## src/rtl/sap_ctrl_pkg.sv

```systemverilog
// rtl/sap_ctrl_pkg.sv - SAP control-word bit map, opcodes and microcode tables
package sap_ctrl_pkg;

    localparam int CB_PC_OUT  = 0;
    localparam int CB_MAR_IN  = 1;
    localparam int CB_PC_INC  = 2;
    localparam int CB_RAM_OUT = 3;
    localparam int CB_IR_IN   = 4;
    localparam int CB_IR_OUT  = 5;
    localparam int CB_A_IN    = 6;
    localparam int CB_A_OUT   = 7;
    localparam int CB_ALU_SUB = 8;
    localparam int CB_ALU_OUT = 9;
    localparam int CB_B_IN    = 10;
    localparam int CB_OUT_IN  = 11;
    localparam int CB_PC_LOAD = 12;
    localparam int CB_RAM_IN  = 13;
    localparam int CB_HLT     = 14;

    localparam logic [15:0] M_PC_OUT  = 16'h0001 << CB_PC_OUT;
    localparam logic [15:0] M_MAR_IN  = 16'h0001 << CB_MAR_IN;
    localparam logic [15:0] M_PC_INC  = 16'h0001 << CB_PC_INC;
    localparam logic [15:0] M_RAM_OUT = 16'h0001 << CB_RAM_OUT;
    localparam logic [15:0] M_IR_IN   = 16'h0001 << CB_IR_IN;
    localparam logic [15:0] M_IR_OUT  = 16'h0001 << CB_IR_OUT;
    localparam logic [15:0] M_A_IN    = 16'h0001 << CB_A_IN;
    localparam logic [15:0] M_A_OUT   = 16'h0001 << CB_A_OUT;
    localparam logic [15:0] M_ALU_SUB = 16'h0001 << CB_ALU_SUB;
    localparam logic [15:0] M_ALU_OUT = 16'h0001 << CB_ALU_OUT;
    localparam logic [15:0] M_B_IN    = 16'h0001 << CB_B_IN;
    localparam logic [15:0] M_OUT_IN  = 16'h0001 << CB_OUT_IN;
    localparam logic [15:0] M_PC_LOAD = 16'h0001 << CB_PC_LOAD;
    localparam logic [15:0] M_RAM_IN  = 16'h0001 << CB_RAM_IN;
    localparam logic [15:0] M_HLT     = 16'h0001 << CB_HLT;

    localparam logic [3:0] OP_NOP = 4'h0;
    localparam logic [3:0] OP_LDA = 4'h1;
    localparam logic [3:0] OP_ADD = 4'h2;
    localparam logic [3:0] OP_SUB = 4'h3;
    localparam logic [3:0] OP_STA = 4'h4;
    localparam logic [3:0] OP_LDI = 4'h5;
    localparam logic [3:0] OP_JMP = 4'h6;
    localparam logic [3:0] OP_JC  = 4'h7;
    localparam logic [3:0] OP_JZ  = 4'h8;
    localparam logic [3:0] OP_OUT = 4'hE;
    localparam logic [3:0] OP_HLT = 4'hF;

    localparam logic [15:0] FETCH_T0 = M_PC_OUT | M_MAR_IN;
    localparam logic [15:0] FETCH_T1 = M_PC_INC;
    localparam logic [15:0] FETCH_T2 = M_RAM_OUT | M_IR_IN;

    // Steps not named for an opcode, including EARLY_END=0 padding, produce 0.
    function automatic logic [15:0] microcode_word(input logic [3:0] op, input logic [4:0] step,
                                                   input logic fc, input logic fz);
        logic [15:0] w;
        w = '0;
        case (step)
            5'd0: w = FETCH_T0;
            5'd1: w = FETCH_T1;
            5'd2: w = FETCH_T2;
            5'd3: begin
                case (op)
                    OP_LDA, OP_ADD, OP_SUB, OP_STA: w = M_IR_OUT | M_MAR_IN;
                    OP_LDI:  w = M_IR_OUT | M_A_IN;
                    OP_JMP:  w = M_IR_OUT | M_PC_LOAD;
                    OP_JC:   w = fc ? (M_IR_OUT | M_PC_LOAD) : '0;
                    OP_JZ:   w = fz ? (M_IR_OUT | M_PC_LOAD) : '0;
                    OP_OUT:  w = M_A_OUT | M_OUT_IN;
                    OP_HLT:  w = M_HLT;
                    default: w = '0;
                endcase
            end
            5'd4: begin
                case (op)
                    OP_LDA:  w = M_RAM_OUT | M_A_IN;
                    OP_ADD:  w = M_RAM_OUT | M_B_IN;
                    OP_SUB:  w = M_RAM_OUT | M_B_IN | M_ALU_SUB;
                    OP_STA:  w = M_A_OUT | M_RAM_IN;
                    default: w = '0;
                endcase
            end
            5'd5: begin
                case (op)
                    OP_ADD:  w = M_ALU_OUT | M_A_IN;
                    OP_SUB:  w = M_ALU_OUT | M_A_IN | M_ALU_SUB;
                    default: w = '0;
                endcase
            end
            default: w = '0;
        endcase
        return w;
    endfunction

    function automatic logic [4:0] last_step(input logic [3:0] op);
        logic [4:0] s;
        case (op)
            OP_LDA, OP_STA:                         s = 5'd4;
            OP_ADD, OP_SUB:                         s = 5'd5;
            OP_LDI, OP_JMP, OP_JC, OP_JZ, OP_OUT,
            OP_HLT:                                 s = 5'd3;
            default:                                s = 5'd2;
        endcase
        return s;
    endfunction

endpackage

```

## src/rtl/sap_ring_counter.sv

```systemverilog
// rtl/sap_ring_counter.sv - one-hot ring counter with enable and synchronous return to T0
module sap_ring_counter #(
    parameter int LEN = 6
) (
    input  logic           clk,
    input  logic           rst_n,
    input  logic           en_i,
    input  logic           load_i,
    output logic [LEN-1:0] ring_o
);

    logic [LEN-1:0] ring_q;
    logic [LEN-1:0] ring_d;

    always_comb begin
        ring_d = ring_q;
        if (load_i) begin
            ring_d = LEN'(1);
        end else if (en_i) begin
            ring_d = {ring_q[LEN-2:0], ring_q[LEN-1]};
        end
    end

    always_ff @(posedge clk or negedge rst_n) begin
        if (!rst_n) begin
            ring_q <= LEN'(1);
        end else begin
            ring_q <= ring_d;
        end
    end

    assign ring_o = ring_q;

endmodule

```

## src/rtl/sap_control_sequencer.sv

```systemverilog
// rtl/sap_control_sequencer.sv - T-state sequencer and microcode decoder driving the SAP control word
module sap_control_sequencer
    import sap_ctrl_pkg::*;
#(
    parameter int OPCODE_W  = 4,
    parameter int TSTATES   = 6,
    parameter int CTRL_W    = 16,
    parameter bit EARLY_END = 1'b1,
    parameter int COUNT_W   = 8
) (
    input  logic                clk,
    input  logic                rst_n,
    input  logic                step_en,
    input  logic                resume,
    input  logic [OPCODE_W-1:0] opcode,
    input  logic                flag_c,
    input  logic                flag_z,
    output logic [CTRL_W-1:0]   ctrl,
    output logic [TSTATES-1:0]  tstate,
    output logic                halted,
    output logic                instr_retired,
    output logic [COUNT_W-1:0]  instr_count
);

    logic [TSTATES-1:0] ring;
    logic [4:0]         step_idx;
    logic [3:0]         op4;
    logic               at_last;
    logic               hlt_step;
    logic               ring_en;
    logic               ring_load;
    logic               halted_q, halted_d;
    logic               retired_q, retired_d;
    logic [COUNT_W-1:0] count_q, count_d;
    logic [15:0]        word;

    assign op4 = 4'(opcode);

    sap_ring_counter #(.LEN(TSTATES)) u_ring (
        .clk    (clk),
        .rst_n  (rst_n),
        .en_i   (ring_en),
        .load_i (ring_load),
        .ring_o (ring)
    );

    always_comb begin
        step_idx = '0;
        for (int i = 0; i < TSTATES; i++) begin
            if (ring[i]) step_idx = 5'(i);
        end
    end

    // The last-step decision at T2 (NOP) reads the opcode directly; the IR must hold it stable.
    assign at_last  = (EARLY_END && (step_idx == last_step(op4))) || (step_idx == 5'(TSTATES - 1));
    assign hlt_step = (op4 == OP_HLT) && (step_idx == 5'd3);

    always_comb begin
        ring_en   = 1'b0;
        ring_load = 1'b0;
        halted_d  = halted_q;
        retired_d = 1'b0;
        count_d   = count_q;
        if (step_en) begin
            if (halted_q) begin
                if (resume) begin
                    halted_d  = 1'b0;
                    ring_load = 1'b1;
                end
            end else if (hlt_step) begin
                halted_d  = 1'b1;
                retired_d = 1'b1;
                count_d   = count_q + COUNT_W'(1);
            end else if (at_last) begin
                ring_load = 1'b1;
                retired_d = 1'b1;
                count_d   = count_q + COUNT_W'(1);
            end else begin
                ring_en = 1'b1;
            end
        end
    end

    always_ff @(posedge clk or negedge rst_n) begin
        if (!rst_n) begin
            halted_q  <= 1'b0;
            retired_q <= 1'b0;
            count_q   <= '0;
        end else begin
            halted_q  <= halted_d;
            retired_q <= retired_d;
            count_q   <= count_d;
        end
    end

    assign word = halted_q ? M_HLT : microcode_word(op4, step_idx, flag_c, flag_z);

    assign ctrl          = rst_n ? CTRL_W'(word) : '0;
    assign tstate        = ring;
    assign halted        = halted_q;
    assign instr_retired = retired_q;
    assign instr_count   = count_q;

endmodule

```

## config.mk

```make
export PLATFORM = sky130hd
export DESIGN_NAME = sap_control_sequencer
export DESIGN_NICKNAME = d
export VERILOG_FILES = /design/src/rtl/sap_ctrl_pkg.sv /design/src/rtl/sap_ring_counter.sv /design/src/rtl/sap_control_sequencer.sv
export SDC_FILE = /design/constraint.sdc
export NUM_CORES = 1
export LEC_CHECK = 0
export ABC_AREA = 1
export BUFFER_PORTS_ARGS = -buffer_cell sky130_fd_sc_hd__buf_2
export CORE_UTILIZATION = 39
export DETAILED_ROUTE_END_ITERATION = 8
export PLACE_DENSITY_LB_ADDON = 0.12
export SLEW_MARGIN = 20
export SYNTH_ARGS = -nofsm -noshare
export SYNTH_HDL_FRONTEND = slang
export SYNTH_HIERARCHICAL = 1
export SYNTH_SLANG_ARGS = --single-unit
```

## constraint.sdc

```tcl
create_clock -name clk -period 2.8 [get_ports clk]
set_input_delay 0.28 -clock clk [delete_from_list [all_inputs] [get_ports clk]]
set_output_delay 0.28 -clock clk [all_outputs]
set_load 0.01 [all_outputs]
```

# After elaboration in Yosys (flattened, before gate mapping)

Memory sizes are Yosys's and may differ from the RTL's.
Index checks and enable logic that the tools add are counted.

Bits in registers: 16
Memory bits (read-only): 48
Input port bits: 10
Memories: 1

Add/sub/neg operators: 1
Eq/ne operators: 16
Multiplexer cells: 32
Bitwise operators: 1
Reduce and logical (&&, ||, !) cells: 7

Memories:

| name            | depth | width | rd ports | clocked after Yosys merged registers in | wr ports | RTL line           | text |
|---|---|---|---|---|---|---|---|
| (no name shown) | 16    | 3     | 1        | 0                                       | 0        | sap_ctrl_pkg.sv:96 | `case (op)` |

Operators with widths:

| operator              | count |
|---|---|
| $pmux W15 S7          | 1 |
| $pmux W15 S6          | 1 |
| $pmux W14 S4          | 1 |
| $mux W16              | 2 |
| $mux W13              | 2 |
| $pmux W10 S2          | 1 |
| $eq A4 B3 Y1 const B  | 4 |
| $mux W1               | 16 |
| $mux W8               | 2 |
| $eq A4 B4 Y1 const B  | 3 |
| $mux W6               | 2 |
| $eq A5 B2 Y1 const B  | 2 |
| $eq A5 B3 Y1 const B  | 2 |
| $mux W5               | 2 |
| $add A8 B1 Y8 const B | 1 |
| $eq A4 B2 Y1 const B  | 2 |
| $eq A5 B1 Y1 const B  | 1 |
| $eq A5 B5 Y1          | 1 |
| $logic_not A5 Y1      | 1 |
| $eq A4 B1 Y1 const B  | 1 |
| $mux W2               | 2 |
| $reduce_bool A2 Y1    | 2 |
| $reduce_or A4 Y1      | 1 |
| $reduce_and A3 Y1     | 1 |
| 3 further kinds       | 3 |

# Depth between registers and ports, before layout

Word-level depth: 13
Depth in mapped cells: 13
Depth with buffers taken out: 13

# By module

The synthesis kept the hierarchy.

Modules (own cells, without submodules):

| module                | instances | cells each | area an instance (um^2) |
|---|---|---|---|
| sap_control_sequencer | 1         | 150        | 942.2 |
| sap_ring_counter      | 1         | 28         | 256.5 |

# Worst setup path after synthesis

Ideal clock, no wire load.

Path kind: register to output
Start point: reg u_ring.ring_q[5], in the netlist u_ring/ring_o[5]
End point: out ctrl[6]
Data arrival time: 1.396 ns
Required time: 2.520 ns
Path slack: 1.124 ns
Cell stages (with the launch flop): 8
Path through: dfrtp_1 -> nor2_2 -> o21ai_0 -> nor2_1 -> inv_1 -> nor2_1 -> inv_1 -> o21ai_0

Longest elaborated chain between the ends: 5

Ends and longest elaborated chain:

| element                                    | RTL line                    | text |
|---|---|---|
| start, declared                            | sap_ring_counter.sv:12      | `logic [LEN-1:0] ring_q;` |
| start signal, assigned                     | sap_ring_counter.sv:28      | `ring_q <= ring_d;` |
| $mux W5 *                                  | sap_control_sequencer.sv:50 | `if (ring[i]) step_idx = 5'(i);` |
| $eq A5 B3 Y1, or another cell as far along | sap_ctrl_pkg.sv:57          | `case (step)` |
| $pmux W15 S6 *                             | sap_ctrl_pkg.sv:57          |  |
| $mux W16 *                                 | sap_control_sequencer.sv:96 | `assign word = halted_q ? M_HLT : microcode_word(op4, step_idx, flag_c, flag_z);` |
| $mux W16 *                                 | sap_control_sequencer.sv:98 | `assign ctrl = rst_n ? CTRL_W'(word) : '0;` |
| end, declared                              | sap_control_sequencer.sv:18 | `output logic [CTRL_W-1:0] ctrl,` |

Every way passes the cells marked *; elsewhere a longest branch is shown, timed or not.

# Worst setup path after layout

Start point: in rst_n
End point: out ctrl[10]

Longest elaborated chain between the ends: 1

Ends and longest elaborated chain:

| element         | RTL line                    | text |
|---|---|---|
| start, declared | sap_control_sequencer.sv:12 | `input logic rst_n,` |
| $mux W16        | sap_control_sequencer.sv:98 |  |

Every way passes these cells.

==> impl_metrics.ini <==
[run_status]
status = finished with violations
violations = design-rule violations

[cells_and_area]
seq_area_um2 = 402
multi_input_area_um2 = 673
fin_nets = 234
fin_util_pct = 51.7
antenna_cells = 0
layoutNonFillerInstCount = 253
drive_gt1_share_pct = 28.4
n_fill_cell = 301
syn2layout_area_growth_pct = 22.0

[synthesis]
synth.area.top_cells = dfrtp_1, nand2_1, nand3_1
syn_nets = 189
synthFlopType = dfrtp_1
avgSynthCellArea_um2 = 6.73
yosysWarnings = 6
synth_cell_type_count = 29
synth_top_family_by_area = simple AND/OR/NAND/NOR gates
postSynthCellCount = 178
synthAdderAreaFrac_pct = 1.04
synthArstFlopShare_pct = 100
ys_seq_elements = 16
yosysSeqAreaShare_pct = 33.5
synth.top_cell.area_share_pct = 31.3
yosysMostFrequentCell = nand2_1
synth_commonest_cells = nand2_1, inv_1, nand3_1
synth-compound-area-share_pct = 7.20
synth_top_area_cell = dfrtp_1
synth-xor-area-share_pct = 4.38
synth_edf_count = 0
synth-simple-area-share_pct = 43.2
muxShareOfSynthArea_pct = 0
syn_area_um2 = 1200

[flow_run]
drv_cap = 0

[sta]
fin_setup_tns_ns = 0
skew_ns = 0.00995
holdWs_ns = 0.311
slew_headroom_pct = 61.9
period_minus_slack_ns = 2.20
rsz0062_at_grt = false
maxSlewViolCount = 0
setup_violations = 0
fin_crit_sh_pct = 78.6
fmax_ghz = 0.454
tightest_slew_ns = 0.569
final-hold-violation-count = 0

[drt]
via_count = 1258
vias_per_cell = 4.97
routed_wl_mm = 2.84
drc = 4
final_antenna_net_count = 0
drt_pass1_iterations = 6
wl_per_cell_um = 11.2
drtIter0Drc = 61

[worst_setup_path]
endpoint_kind = primary output
cp-start-kind = input pin
r2r-start = u_ring/ring_o[5]
crit_required_ns = 2.52
regToRegSetupSlack_ns = 0.87
ff2ff_path_depth = 11
worstPathMaxFanout = 4
path_class = in2out
critPathArrivalTime_ns = 1.92
reg2reg_to = u_ring/ring_o[1]

[place]
port_buffers = 40
gp_congestion = 0.903
dp_cells = 248
hpwl_mm = 2.27

[floorplanning]
die_h_um = 57.4
start_util_pct = 42.4
core_um2 = 2830
rows = 19
io_pins = 42
die_w_um = 57.4
die_area_um2 = 3300

[clocking]
clock-sinks = 16
cts.path.max_buffers = 2
cts_root_buffer = clkbuf_4
cts_buffers = 3
htree_levels = 1
post_cts_resized = 0
cts_setup_buffers = 0
holdBufCountCts = 1
clkSlewWorstSetupHoldPaths_ns = 0.09
clock_latency_ns = 0.29
cts_tree = built

[worst_hold_path]
min_to = halted
hold_class = in2reg
whs_path_depth = 4
worst_hold_startpoint = resume

[grt]
grt_pass1_vias = 1088
antenna_found_initial = 0
grt_max_degree = 17
overflow = 0
grt_use_total_pct = 18.3
grt_pass1_wl_mm = 4.76

[pwr]
vdd_drop_max_mv = 0.400
leakage_nw = 0.888
p_per_area_nw_per_um2 = 746
-- area by class of cell --
cell class / instances / area share (%)
Timing Repair Buffer: 42 / 14.9
Sequential cell: 16 / 27.5
Multi-Input combinational cell: 132 / 46.0
Clock buffer: 4 / 1.80
Inverter: 28 / 7.19
Tap cell: 31 / 2.65
-- worst max-delay path, cell delays in order --
cell and delay [ns]:
dlygate4sd3_1 0.52, buf_2 0.11, inv_1 0.06, nor2_1 0.19
inv_1 0.13, nor2_1 0.20, inv_1 0.11, nor4_1 0.16
buf_2 0.17
-- how the worst max path moves through the flow --
stage,cells after the start,startpoint,end,slack [ns]
4_1_cts,9,rst_n,ctrl[10],0.60
6_report,9,rst_n,ctrl[10],0.60
3_3_place_gp,13,opcode[0],u_ring/ring_o[3],0.93
2_1_floorplan,7,u_ring/ring_o[5],ctrl[6],1.12
3_5_place_dp,13,opcode[0],u_ring/ring_o[1],0.86
5_1_grt,8,u_ring/ring_o[5],ctrl[6],0.43
-- placed cells by master, fill, tap and decap left out, types with 4 or more instances in the layout --
| cell | n |
|---|---|
| nand2_4 | 4 |
| nand2_1 | 49 |
| dfrtp_1 | 15 |
| nor2_1 | 19 |
| xor2_1 | 5 |
| nor2_2 | 4 |
| inv_1 | 26 |
| nand3_1 | 23 |
| buf_2 | 40 |
-- metrics by stage --
| stage | total power [mW] | cell area [um^2] | setup slack (ns) |
|---|---|---|---|
| 2_1_floorplan | 0.789 | 1200 | 1.12 |
| 3_3_place_gp | 0.947 | 1430 | 0.927 |
| 3_5_place_dp | 0.966 | 1430 | 0.861 |
| 4_1_cts | 1.10 | 1460 | 0.601 |
| 5_1_grt | 1.19 | 1460 | 0.430 |
| 6_report | 1.09 | 1460 | 0.598 |
-- metal layers --
layer / GRT usage [%] / up-vias / share of wire, %
li1: - / 647 / -
met1: 24.5 / 570 / 50
met2: 30.4 / 37 / 44
met3: 4.08 / 4 / 5.1
met4: 3.14 / 0 / 0.74
met5: 0 / - / 0
-- sequential cells by signal, summed over array words and instances, names as in the netlist --
name,cells
halted,1
instr_count,8
instr_retired,1
u_ring/ring_o,6
-- power breakdown --
group / total, mW / internal, mW / switching, mW
clock: 0.130 / 0.0553 / 0.0746
sequential: 0.368 / 0.293 / 0.0748
combinational: 0.593 / 0.205 / 0.389
total: 1.09 / 0.553 / 0.538
-- cells by family (layout without fill, tap and decap cells) --
kind of cell | count (synthesis) | in the layout
and+or+nand+nor | 110 | 110
DFF | 16 | 16
xor gates and xnor gates | 6 | 6
AOI/OAI and AO/OA | 14 | 14
adders and majority gates | 1 | 1
other | 1 | 1
buffers and inverters | 30 | 74
Note: power is estimated with default switching activity, not from simulation.
